File: src/rtl/ex_mem_buffer.sv
// ex_mem_buffer
//   Two-entry skid buffer between the execute-stage ALU and the memory stage.
//   It captures the ALU result together with its store data, destination
//   register and memory-op sidebands. Entries leave through a valid/ready
//   handshake in strict FIFO order.
//   IN_READY is decoded from registered state only, so no ready path runs
//   combinationally back into the ALU. A combinational lookup over the
//   buffered entries lets decode/execute bypass the register file.
//
// Ports
//   CLK, RESET          clock (rising edge), asynchronous active-high reset
//   FLUSH               synchronous discard of every buffered entry
//   IN_VALID/IN_READY   upstream handshake
//   IN_RES, IN_STDATA   ALU result, store data          [BITS]
//   IN_RD               destination register            [RBITS]
//   IN_WREN/MEMRD/MEMWR register write, load and store flags
//   OUT_VALID/OUT_READY downstream handshake; OUT_* always come from the head
//   OUT_RES .. OUT_MEMWR head payload
//   FWD_SRC             register index to look up
//   FWD_HIT/FWD_DATA    youngest matching non-load result
//   FWD_STALL           youngest match is a load, so the data is not ready yet
module ex_mem_buffer #(
  parameter int BITS  = 32,
  parameter int RBITS = 4
) (
  input  logic             CLK,
  input  logic             RESET,
  input  logic             FLUSH,
  input  logic             IN_VALID,
  output logic             IN_READY,
  input  logic [BITS-1:0]  IN_RES,
  input  logic [BITS-1:0]  IN_STDATA,
  input  logic [RBITS-1:0] IN_RD,
  input  logic             IN_WREN,
  input  logic             IN_MEMRD,
  input  logic             IN_MEMWR,
  output logic             OUT_VALID,
  input  logic             OUT_READY,
  output logic [BITS-1:0]  OUT_RES,
  output logic [BITS-1:0]  OUT_STDATA,
  output logic [RBITS-1:0] OUT_RD,
  output logic             OUT_WREN,
  output logic             OUT_MEMRD,
  output logic             OUT_MEMWR,
  input  logic [RBITS-1:0] FWD_SRC,
  output logic             FWD_HIT,
  output logic [BITS-1:0]  FWD_DATA,
  output logic             FWD_STALL
);

  typedef struct packed {
    logic [BITS-1:0]  res;
    logic [BITS-1:0]  stdata;
    logic [RBITS-1:0] rd;
    logic             wren;
    logic             memrd;
    logic             memwr;
  } entry_t;

  typedef enum logic [1:0] {
    ST_EMPTY = 2'd0,
    ST_ONE   = 2'd1,
    ST_TWO   = 2'd2
  } state_t;

  state_t state_q, state_d;
  entry_t h_q, h_d;   // head: always the oldest entry, drives OUT_*
  entry_t s_q, s_d;   // skid: second entry, only meaningful in ST_TWO
  entry_t in_ent;

  logic in_fire, out_fire;

  assign in_ent = '{res: IN_RES, stdata: IN_STDATA, rd: IN_RD,
                    wren: IN_WREN, memrd: IN_MEMRD, memwr: IN_MEMWR};

  // Handshake status comes from state alone.
  assign OUT_VALID = (state_q != ST_EMPTY);
  assign IN_READY  = (state_q != ST_TWO);
  assign in_fire   = IN_VALID & IN_READY;
  assign out_fire  = OUT_VALID & OUT_READY;

  assign OUT_RES    = h_q.res;
  assign OUT_STDATA = h_q.stdata;
  assign OUT_RD     = h_q.rd;
  assign OUT_WREN   = h_q.wren;
  assign OUT_MEMRD  = h_q.memrd;
  assign OUT_MEMWR  = h_q.memwr;

  always_ff @(posedge CLK or posedge RESET) begin
    if (RESET) begin
      state_q <= ST_EMPTY;
      h_q     <= '0;
      s_q     <= '0;
    end else begin
      state_q <= state_d;
      h_q     <= h_d;
      s_q     <= s_d;
    end
  end

  always_comb begin
    state_d = state_q;
    h_d     = h_q;
    s_d     = s_q;
    unique case (state_q)
      ST_EMPTY: begin
        if (in_fire) begin
          state_d = ST_ONE;
          h_d     = in_ent;
        end
      end
      ST_ONE: begin
        if (in_fire && out_fire) begin
          h_d = in_ent;
        end else if (in_fire) begin
          state_d = ST_TWO;
          s_d     = in_ent;
        end else if (out_fire) begin
          state_d = ST_EMPTY;
        end
      end
      ST_TWO: begin
        // IN_READY is low here, so only a pop can happen.
        if (out_fire) begin
          state_d = ST_ONE;
          h_d     = s_q;
        end
      end
      default: state_d = ST_EMPTY;
    endcase
    // A flush empties the buffer. Payload registers are left alone because
    // the state already marks them dead. A pop in the same cycle has still
    // been seen downstream.
    if (FLUSH) state_d = ST_EMPTY;
  end

  // Forwarding lookup. The skid entry is younger than the head, so it wins.
  logic   s_match, h_match;
  entry_t fwd_ent;

  always_comb begin
    s_match   = (state_q == ST_TWO) && s_q.wren && (s_q.rd == FWD_SRC) &&
                (FWD_SRC != '0);
    h_match   = (state_q != ST_EMPTY) && h_q.wren && (h_q.rd == FWD_SRC) &&
                (FWD_SRC != '0);
    fwd_ent   = s_match ? s_q : h_q;
    FWD_HIT   = 1'b0;
    FWD_STALL = 1'b0;
    FWD_DATA  = '0;
    if (s_match || h_match) begin
      if (fwd_ent.memrd) begin
        FWD_STALL = 1'b1;
      end else begin
        FWD_HIT  = 1'b1;
        FWD_DATA = fwd_ent.res;
      end
    end
  end

endmodule

File: config.mk
export PLATFORM = sky130hd
export DESIGN_NAME = ex_mem_buffer
export DESIGN_NICKNAME = d
export VERILOG_FILES = /design/src/rtl/ex_mem_buffer.sv
export SDC_FILE = /design/constraint.sdc
export NUM_CORES = 1
export LEC_CHECK = 0
export ABC_AREA = 1
export CORE_MARGIN = 5
export CORE_UTILIZATION = 44
export CTS_CLUSTER_SIZE = 16
export DETAILED_ROUTE_END_ITERATION = 16
export GPL_TIMING_DRIVEN = 0
export PLACE_DENSITY = 0.76
export SLEW_MARGIN = 0
export SYNTH_ARGS = -nofsm -noshare
export SYNTH_HDL_FRONTEND = slang
export SYNTH_SLANG_ARGS = --single-unit
File: constraint.sdc
create_clock -name CLK -period 4.8 [get_ports CLK]
set_input_delay 0.96 -clock CLK [delete_from_list [all_inputs] [get_ports CLK]]
set_output_delay 0.96 -clock CLK [all_outputs]
set_load 0.005 [all_outputs]
==> out/qor.csv <==
stage,metric,value,unit
placement,dpl cells,1192,
grt,global-route wire length before repair,32800,µm
grt,vias in the first global route,6349,
grt,initial antenna violation count,1,
grt,Global Route Usage Sum,22.9,%
worst_setup_path,R2R depth,6,
sta,RSZ-0062 raised after global routing,false,
logic_synthesis,mapped cell area,6920,µm²
clock_network,CTS root buf,clkbuf_16,
floorplan,I/O pins,187,
final_layout,"Design Area, Final",9740,µm²
final_layout,Final #Nets,1080,
sta,Slew @ Worst Pin,0.668,ns
logic_synthesis,syn nets,872,
worst_setup_path,Reg2Reg Setup Slack,2.89,ns
sta,clk_skew,0.00345,ns
clock_network,clk sink count,144,
sta,Final WS setup,0.371,ns
logic_synthesis,Synth Instances,792,
placement,"Cell Area, Placed",9110,µm²
power_and_ir_drop,Static Leakage,4.49,nW
sta,Max-Slew Margin vs Limit,55.4,%
status,status,"complete, no violations",
power_and_ir_drop,PD cells,435,nW/µm²
floorplan,Die Wd,135,µm
worst_hold_path,Hold WC Path Type,reg2reg,
worst_setup_path,CP startpoint kind,input port,
worst_setup_path,Worst Path Required,3.84,ns
final_layout,most common library cell in the layout ignoring fill and taps,nand2_1,
final_layout,share of layout cells above drive strength 1,13.2,%
power_and_ir_drop,Worst VDD drop,231,µV
drt,DR WL/cell,17.0,µm
sta,max frequency,0.226,GHz
floorplan,Die ar.,18300,µm²
drt,Via density,5.15,
logic_synthesis,Synth Warn #,0,
drt,# DRC,0,
sta,setup violators final,0,
drt,final wirelength,20700,µm
clock_network,H-tree Lvls,4,
drt,met2 routed WL,9900,µm
worst_setup_path,crit-path max FO,10,
worst_hold_path,HP Start,s_q[24]$_DFFE_PP0P_,
clock_network,Post CTS Setup Buffer Count,0,
logic_synthesis,synth unique cells,24,
drt,max layer used,met5,
clock_network,clk slew on worst S/H paths,0.06,ns
worst_setup_path,Setup crit start,FWD_SRC[0],
logic_synthesis,Mapped Avg Cell Area,8.74,µm²
drt,total number of vias,6303,
final_layout,most frequent cells in the layout,"nand2_1, clkdlybuf4s50_1, dfrtp_1, nor2_1, a31oi_1",
sta,pins over their slew limit,0,
clock_network,Hold Buf Count CTS,0,
clock_network,later-pin clock latency in the skew report,0.41,ns
worst_setup_path,Worst Setup EP,FWD_DATA[7],
grt,largest net degree at the start of global routing,41,
worst_setup_path,Crit Reg-Reg Endpoint,OUT_RES[28]$_DFFE_PP0P_,
run,max-cap viol count,0,
placement,hpwl dp,14900,µm
sta,Final Hold Fails,0,
drt,met3 WL post-DR,1760,µm
drt,First DRT Iteration DRCs,349,
final_layout,fin cells,1223,
logic_synthesis,"Seq/Total Area, Yosys",52.1,%
sta,setup_tns,0,ns
drt,TritonRoute pass-1 iters,5,
final_layout,Final Util,63.6,%
logic_synthesis,post-synthesis register bit count,144,
placement,dpl ws,0.379,ns
clock_network,maximum root-to-sink buffer count,2,
final_layout,# diodes,0,
floorplan,initial core utilization,45.2,%
worst_setup_path,Reg2Reg Launch Point,state_q[0]$_DFFE_PP0P_,
worst_setup_path,critical path class,in2out,
drt,met1 WL,8530,µm
clock_network,Num CTS Buffers,17,
final_layout,area grow syn2layout,40.7,%
grt,GRT Residual Overflow,0,
drt,post-route ant nets,0,
sta,period utilization,92.3,%
clock_network,CTS tree,done,
placement,I/O Buffers,186,
worst_setup_path,Worst Setup End Kind,primary output,
floorplan,CORE AREA,15300,µm²
sta,Period minus WS final,4.43,ns
worst_setup_path,Critical Path AT,3.47,ns
final_layout,fillers,1357,
placement,Routability Congestion,0.846,
floorplan,Cell Rows,45,
floorplan,die height,135,µm
clock_network,# resized after CTS,0,
cell families (layout without fill, tap and decap cells):
group           count (synthesis)  count (layout)  share of synthesized area, %
mux                            66              66                          10.7
simple gates                  388             388                          22.6
buf+inv                       108             328                          6.78
flops                         144             144                          52.1
compound gates                 86              86                          7.85
cells in the mapped netlist:
| cell type | n | area (µm²) |
|---|---|---|
| clkbuf_1 | 20 | 75.1 |
| nor2_2 | 2 | 12.5 |
| nor2_1 | 111 | 417 |
| buf_6 | 3 | 33.8 |
| a21oi_1 | 5 | 25.0 |
| buf_1 | 3 | 11.3 |
| a22oi_4 | 1 | 21.3 |
| mux2_2 | 66 | 743 |
| dfrtp_1 | 144 | 3600 |
| inv_1 | 51 | 191 |
| nand3_1 | 4 | 20.0 |
| inv_2 | 3 | 11.3 |
| a21boi_0 | 1 | 7.51 |
| buf_2 | 24 | 120 |
| nor3_1 | 1 | 5.00 |
| buf_4 | 3 | 22.5 |
| o211ai_1 | 3 | 22.5 |
| nand4_1 | 33 | 206 |
| a211oi_1 | 1 | 7.51 |
| o21ai_0 | 8 | 40.0 |
| nand3_2 | 2 | 20.0 |
| a31oi_1 | 67 | 419 |
| clkinv_1 | 1 | 3.75 |
| nand2_1 | 235 | 882 |
critical path: stages:
cell and delay, ns:
clkdlybuf4s50_1 0.53, inv_1 0.07, nand2_1 0.06, nand2_1 0.06, nor2_2 0.33, nand3_2 0.22
nand2_1 0.14, nand3_2 0.20, buf_6 0.22, nor2_1 0.14, clkdlybuf4s50_1 0.54
metal layers:
metal  up-vias  track usage [%]
met5         -                0
met4         2             8.85
met3        46             6.61
met2       240             37.3
met1      2991             28.8
li1       3024                -
area by class of cell:
type | count | area (µm²) | share of cell area [%]
clock buffers | 26 | 499 | 5.13
plain buffers | 53 | 263 | 2.70
repair buffers | 189 | 1920 | 19.7
clock inverters | 5 | 125 | 1.29
inverters | 55 | 210 | 2.16
flip-flops and latches | 144 | 3600 | 37.0
multi-input cells | 540 | 2850 | 29.3
well taps | 211 | 264 | 2.71
through the flow:
stage	total power [W]	hold slack, ns
4_1_cts	0.00426	0.505
5_1_grt	0.00446	0.511
3_5_place_dp	0.00285	0.492
6_report	0.00424	0.504
3_3_place_gp	0.00280	0.486
2_1_floorplan	0.00231	0.454
how the worst min path moves through the flow:
stage	cells after the start	slack, ns	end
finish	1	0.50	s_q[24]$_DFFE_PP0P_
global route	1	0.51	s_q[21]$_DFFE_PP0P_
CTS	1	0.51	s_q[16]$_DFFE_PP0P_
detailed placement	1	0.49	s_q[16]$_DFFE_PP0P_
global placement	1	0.49	s_q[35]$_DFFE_PP0P_
floorplan	2	0.45	s_q[2]$_DFFE_PP0P_
where the power goes:
| group | internal (W) | switching (W) |
|---|---|---|
| logic | 0.000572 | 0.000470 |
| clock network | 0.000923 | 0.000486 |
| registers | 0.00156 | 0.000228 |
registers in the layout, indices dropped and copies added, names as in the netlist:
name	flops
state_q	2
s_q	71
OUT_MEMRD	1
OUT_RES	32
OUT_WREN	1
OUT_STDATA	32
OUT_MEMWR	1
OUT_RD	4
Note: power is estimated with default switching activity, not from simulation.
